`src/rtl/ram_pkg.sv`:
```
// Shared definitions for the RAM bank: default widths and the loader state encoding.
package ram_pkg;

  localparam int DEFAULT_DATA_W = 8;
  localparam int DEFAULT_ADDR_W = 4;

  typedef enum logic [1:0] {
    P_IDLE = 2'd0,
    P_RUN  = 2'd1,
    P_FULL = 2'd2
  } prog_state_t;

endpackage

```
`src/rtl/ram_loader.sv`:
```
// Program loader: accepts a valid/ready byte stream and turns it into
// memory writes at an auto-incrementing pointer.
module ram_loader
  import ram_pkg::*;
#(
  parameter int DATA_W = DEFAULT_DATA_W,
  parameter int ADDR_W = DEFAULT_ADDR_W
) (
  input  logic              clk,
  input  logic              clr,
  input  logic              program_mode,
  input  logic              prog_start,
  input  logic [ADDR_W-1:0] prog_base,
  input  logic              prog_valid,
  input  logic [DATA_W-1:0] prog_data,
  input  logic              prog_stop,
  output logic              prog_ready,
  output logic              prog_done,
  output logic [ADDR_W:0]   prog_count,
  output logic              wr_en,
  output logic [ADDR_W-1:0] wr_addr,
  output logic [DATA_W-1:0] wr_data
);

  localparam int DEPTH = 1 << ADDR_W;
  localparam logic [ADDR_W:0] LAST_COUNT = (ADDR_W + 1)'(DEPTH - 1);

  prog_state_t       state;
  logic [ADDR_W-1:0] ptr;
  logic [ADDR_W:0]   count;
  logic              beat;

  // A beat leaving program mode is dropped rather than written.
  assign beat = (state == P_RUN) && prog_valid && program_mode;

  always_ff @(posedge clk) begin
    if (clr) begin
      state <= P_IDLE;
      ptr   <= '0;
      count <= '0;
    end else if (!program_mode) begin
      state <= P_IDLE;
    end else begin
      case (state)
        P_IDLE: begin
          if (prog_start) begin
            state <= P_RUN;
            ptr   <= prog_base;
            count <= '0;
          end
        end
        P_RUN: begin
          if (beat) begin
            ptr   <= ptr + ADDR_W'(1);
            count <= count + (ADDR_W + 1)'(1);
          end
          // Stop wins over going full; a concurrent beat is still written.
          if (prog_stop)                       state <= P_IDLE;
          else if (beat && count == LAST_COUNT) state <= P_FULL;
          else if (prog_start && !beat)         state <= P_IDLE;
        end
        P_FULL: begin
          if (prog_stop) state <= P_IDLE;
        end
        default: state <= P_IDLE;
      endcase
    end
  end

  assign prog_ready = (state == P_RUN);
  assign prog_done  = (state == P_FULL);
  assign prog_count = count;
  assign wr_en      = beat;
  assign wr_addr    = ptr;
  assign wr_data    = prog_data;

endmodule

```
`src/rtl/ram_bank.sv`:
```
// Addressable RAM with its own MAR, bus-side read/write and a streaming
// program loader that owns the write port while program_mode is high.
module ram_bank
  import ram_pkg::*;
#(
  parameter int DATA_W = DEFAULT_DATA_W,
  parameter int ADDR_W = DEFAULT_ADDR_W
) (
  input  logic              clk,
  input  logic              clr,
  input  logic              program_mode,
  input  logic [ADDR_W-1:0] addr_in,
  input  logic              addr_en,
  input  logic              addr_inc,
  input  logic              load,
  input  logic [DATA_W-1:0] data_in,
  input  logic              dataout_en,
  output logic [DATA_W-1:0] data_out,
  output logic              data_oe,
  input  logic              prog_start,
  input  logic [ADDR_W-1:0] prog_base,
  input  logic              prog_valid,
  input  logic [DATA_W-1:0] prog_data,
  output logic              prog_ready,
  input  logic              prog_stop,
  output logic              prog_done,
  output logic [ADDR_W:0]   prog_count
);

  localparam int DEPTH = 1 << ADDR_W;

  logic [DATA_W-1:0] mem [DEPTH];
  logic [ADDR_W-1:0] mar;

  logic              ld_wr_en;
  logic [ADDR_W-1:0] ld_wr_addr;
  logic [DATA_W-1:0] ld_wr_data;

  logic              wr_en;
  logic [ADDR_W-1:0] wr_addr;
  logic [DATA_W-1:0] wr_data;

  ram_loader #(.DATA_W(DATA_W), .ADDR_W(ADDR_W)) u_loader (
    .clk          (clk),
    .clr          (clr),
    .program_mode (program_mode),
    .prog_start   (prog_start),
    .prog_base    (prog_base),
    .prog_valid   (prog_valid),
    .prog_data    (prog_data),
    .prog_stop    (prog_stop),
    .prog_ready   (prog_ready),
    .prog_done    (prog_done),
    .prog_count   (prog_count),
    .wr_en        (ld_wr_en),
    .wr_addr      (ld_wr_addr),
    .wr_data      (ld_wr_data)
  );

  always_ff @(posedge clk) begin
    if (clr) begin
      mar <= '0;
    end else if (!program_mode) begin
      if (addr_en)       mar <= addr_in;
      else if (addr_inc) mar <= mar + ADDR_W'(1);
    end
  end

  // Bus writes use the pre-edge MAR, so a same-cycle MAR update does not move them.
  always_comb begin
    wr_en   = 1'b0;
    wr_addr = mar;
    wr_data = data_in;
    if (program_mode) begin
      wr_en   = ld_wr_en;
      wr_addr = ld_wr_addr;
      wr_data = ld_wr_data;
    end else begin
      wr_en   = load;
    end
    if (clr) wr_en = 1'b0;
  end

  always_ff @(posedge clk) begin
    if (wr_en) mem[wr_addr] <= wr_data;
  end

  assign data_out = mem[mar];
  assign data_oe  = dataout_en & ~program_mode;

endmodule

```
`config.mk`:
```
export PLATFORM = sky130hd
export DESIGN_NAME = ram_bank
export DESIGN_NICKNAME = d
export VERILOG_FILES = /design/src/rtl/ram_pkg.sv /design/src/rtl/ram_loader.sv /design/src/rtl/ram_bank.sv
export SDC_FILE = /design/constraint.sdc
export NUM_CORES = 1
export LEC_CHECK = 0
export CELL_PAD_IN_SITES_DETAIL_PLACEMENT = 1
export CELL_PAD_IN_SITES_GLOBAL_PLACEMENT = 2
export CORE_ASPECT_RATIO = 1.1
export CORE_MARGIN = 1
export CORE_UTILIZATION = 39
export CTS_CLUSTER_SIZE = 28
export DETAILED_ROUTE_END_ITERATION = 8
export PLACE_DENSITY_LB_ADDON = 0.05
export SYNTH_ARGS = -nofsm -noshare
export SYNTH_HDL_FRONTEND = slang
export SYNTH_HIERARCHICAL = 1
export SYNTH_SLANG_ARGS = --single-unit
```
`constraint.sdc`:
```
create_clock -name clk -period 1.9 [get_ports clk]
set_input_delay 0.57 -clock clk [delete_from_list [all_inputs] [get_ports clk]]
set_output_delay 0.57 -clock clk [all_outputs]
set_load 0.02 [all_outputs]
```
==> results of run 1 <==
==> repair_timing <==
item                                    4_1_cts  5_1_grt
buffers inserted                              4        4
hold buffers                                  0        0
pin swaps                                    12        7
gates cloned                                  1        0
endpoints found under the setup margin      147       65
resized for setup                            74        4
==> where the power goes <==
part           switching [mW]  internal (mW)  total, mW  leakage (nW)
combinational           0.396          0.430      0.826          1.16
sequential             0.0343           3.56       3.60          1.31
clock                    1.29           2.06       3.35         0.305
==> through the flow <==
| stage | total power, mW | utilization (%) | area, µm² |
|---|---|---|---|
| floorplan | 4.099 | - | 6299 |
| global placement | 4.442 | 46.97 | 7362 |
| detailed placement | 4.458 | 46.97 | 7362 |
| CTS | 7.850 | 51.60 | 8089 |
| global route | 8.014 | 51.67 | 8099 |
| finish | 7.769 | 51.67 | 8099 |
==> worst max path at each step <==
| stage | start | end | slack (ns) |
|---|---|---|---|
| 2_1_floorplan | u_loader/state[1] | mem[10][0] | -0.09 |
| 3_3_place_gp | flip-flop | data_out[4] | -0.64 |
| 4_1_cts | flip-flop | data_out[6] | -0.74 |
| 6_report | flip-flop | data_out[7] | -0.67 |
| 3_5_place_dp | flip-flop | data_out[5] | -0.66 |
| 5_1_grt | flip-flop | data_out[4] | -0.76 |
==> sequential cells by signal, summed over array words and instances (netlist names), named ones only <==
signal	count
mem	128
u_loader/state	2
mar	4
u_loader/wr_addr	4
u_loader/prog_count	5
==> synthesized netlist by cell type, types with 4 or more instances <==
| library cell | count |
|---|---|
| mux2i_1 | 4 |
| a22oi_1 | 17 |
| buf_2 | 6 |
| mux4_2 | 16 |
| and2_1 | 4 |
| buf_4 | 10 |
| ha_1 | 4 |
| a31oi_1 | 5 |
| edfxtp_1 | 128 |
| inv_1 | 7 |
| nand3_1 | 4 |
| a21oi_1 | 10 |
| mux4_1 | 16 |
| nor3b_1 | 4 |
| o211ai_1 | 4 |
| nor2_1 | 22 |
| o21ai_0 | 6 |
| mux2_2 | 10 |
| buf_6 | 5 |
| or4_1 | 5 |
| nand2_1 | 11 |
| dfxtp_1 | 19 |
==> critical path, stage by stage, from the launching register on <==
cell and delay (ns):
dfxtp_4 0.39, buf_4 0.13, buf_12 0.13, mux4_2 0.51, a22oi_2 0.21, nand2_2 0.07, buf_6 0.13
==> routing by layer <==
| layer | share of wire (%) | global-route usage, % |
|---|---|---|
| met3 | 3.3 | 4.688 |
| met4 | 1.4 | 6.911 |
| met1 | 42 | 24.93 |
| met2 | 53 | 35.58 |
| met5 | 0 | 0 |
==> cells by family after synthesis <==
group | share of synthesized area [%]
AOI/OAI and AO/OA | 6.679
muxes | 14.96
and+or+nand+nor | 6.298
DFF | 67.71
buffers and inverters | 3.550
adders and majority gates | 0.8023
==> layout make-up <==
type / count / area [µm²] / area share [%]
Clock buffer: 24 / 556.8 / 6.875
Clock inverter: 8 / 55.05 / 0.6797
Inverter: 7 / 26.28 / 0.3244
Multi-Input combinational cell: 180 / 1841 / 22.73
Sequential cell: 147 / 4232 / 52.25
Tap cell: 200 / 250.2 / 3.090
Timing Repair Buffer: 116 / 1139 / 14.06
==> results.rst, run 1 <==
.. list-table::
   :header-rows: 1

   * - Metric
     - Value
   * - Yosys top cell area share
     - 61.61%
   * - Global-route wire length before repair
     - 23740 µm
   * - Setup skew after layout
     - 0.007420 ns
   * - Violation count after the first detailed-route iteration
     - 208
   * - Number of placement rows
     - 48
   * - First-pass iteration count of the detailed router
     - 4
   * - Number of instances in the placed design
     - 642
   * - Count of mapped cells out of synthesis
     - 359
   * - Vias in the first global route
     - 4056
   * - Number of nets in the layout
     - 507
   * - CTS max path bufs
     - 2
   * - Endpoint class of the critical path
     - primary output
   * - Global Route Usage Sum
     - 20.49%
   * - Number of placed I/O pins
     - 50
   * - # diodes
     - 0
   * - Routed length per instance
     - 22.48 µm
   * - Final global-route overflow total
     - 0
   * - Largest fanout of any net on the critical path
     - 8
   * - Depth of the CTS H-tree
     - 4
   * - Weighted congestion at the end of routability-driven global placement
     - 0.7702
   * - Setup-violating endpoint count in the final report
     - 8
   * - Top cell type by total area after synthesis
     - edfxtp_1
   * - Leading cell type in the layout, fill and taps excluded
     - edfxtp_1
   * - Peak clock frequency supported by timing
     - 389.0 MHz
   * - Maximum ir drop on the vdd rail
     - 633.5 µV
   * - Die Area
     - 16510 µm²
   * - Worst relative slew slack
     - 70.97%
   * - Fin cells
     - 682
   * - Antenna viol nets, final
     - 0
   * - Result of the run
     - complete, but fails checks
   * - PD cells
     - 959.3 nW/µm²
   * - Hold slack final
     - 0.5026 ns
   * - Total length of routed wires
     - 15330 µm
   * - Layout fillers
     - 1482
   * - Clock tree from TritonCTS
     - yes
   * - Final max-slew violation count
     - 0
   * - Count of cells along the worst hold path
     - 2
   * - Post-Route Setup TNS
     - -5.252 ns
   * - Area of the core
     - 15680 µm²
   * - Combined area of all synthesized cells
     - 6238 µm²
   * - Later-pin clock latency in the skew report
     - 0.42 ns
   * - Library cell used as clock root buffer
     - clkbuf_16
   * - Worst endpoint required time
     - 1.33 ns
   * - Drt drc
     - 0
   * - PnR worst setup slack
     - -0.6710 ns
   * - Terminus of the critical flop-to-flop path
     - u_loader/prog_count[4]
   * - Count of different cell masters after synthesis
     - 50
   * - Top library cells by usage in the layout, fill and taps aside
     - edfxtp_1 (128), buf_4 (52), mux4_2 (32)
   * - Buffers on Ports
     - 49
   * - Period Utilization, post-route
     - 135.3%
   * - Routed via count divided by cell count
     - 5.352
   * - Net count after synthesis
     - 397
   * - Clk sinks
     - 147
   * - Period minus WS final
     - 2.571 ns
   * - Dominant synthesized flop cell
     - edfxtp_1
   * - Critical path launch point type
     - flip-flop
   * - Origin of the worst min-delay path
     - u_loader/prog_count[4]
   * - Leakage Power
     - 2.771 nW
   * - Initial standard-cell utilization of the core
     - 39.80%
   * - Type of the worst setup path
     - flip-flop to primary output
   * - FFs w/ async S/R, synth
     - 0%
   * - Reg-to-reg startpoint
     - u_loader/prog_count[0]
   * - Worst-margin pin slew
     - 0.4354 ns
   * - Number of synthesized flops with an enable pin
     - 128
   * - Path type of the worst min-delay path
     - flip-flop to flip-flop
   * - Die boundary width
     - 122.6 µm
   * - Max Cap Violations
     - 0
   * - Number of flip-flops and latches in the synthesized netlist
     - 147
   * - Clock buffer count from CTS
     - 17
   * - Share of final-layout standard cells stronger than drive strength 1
     - 38.59%
   * - Violated checks
     - negative setup slack
   * - Unrepaired setup endpoints after global routing
     - yes
   * - Depth of the most critical reg-to-reg path
     - 5
   * - Largest net degree at the start of global routing
     - 22
   * - Antenna violations before repair
     - 0
   * - Warning count from the yosys run
     - 6
   * - Endpoint of the worst hold-timing path
     - u_loader/prog_count[4]
   * - Setup slack of the worst register-to-register path
     - 0.15 ns
   * - Cell types occupying the most area after synthesis
     - edfxtp_1 (62%), mux4_1 (6.7%), dfxtp_1 (6.1%)
   * - Dpl ws
     - -0.6630 ns
   * - Clock transition at the registers of the reported paths
     - 0.06 ns
   * - Vert. Die Dim
     - 134.7 µm
   * - Hpwl dp
     - 10640 µm
   * - Total via count in the routed design
     - 3650
   * - Layout-stage area growth over the synthesis result
     - 29.82%
   * - Final count of hold timing violations
     - 0
   * - Avg Inst Size Synth
     - 17.38 µm²
   * - Arrival time at the worst endpoint
     - 2.00 ns
   * - Share of synthesized area occupied by flip-flops and latches
     - 67.71%
No activity file was read; power rests on OpenSTA's default activity.
==> inputs of run 2 (changes only) <==
TNS_END_PERCENT = 30   (was default)
==> results of run 2 <==
Same layout as run 1: the final DEF is identical, and so are final timing and power.
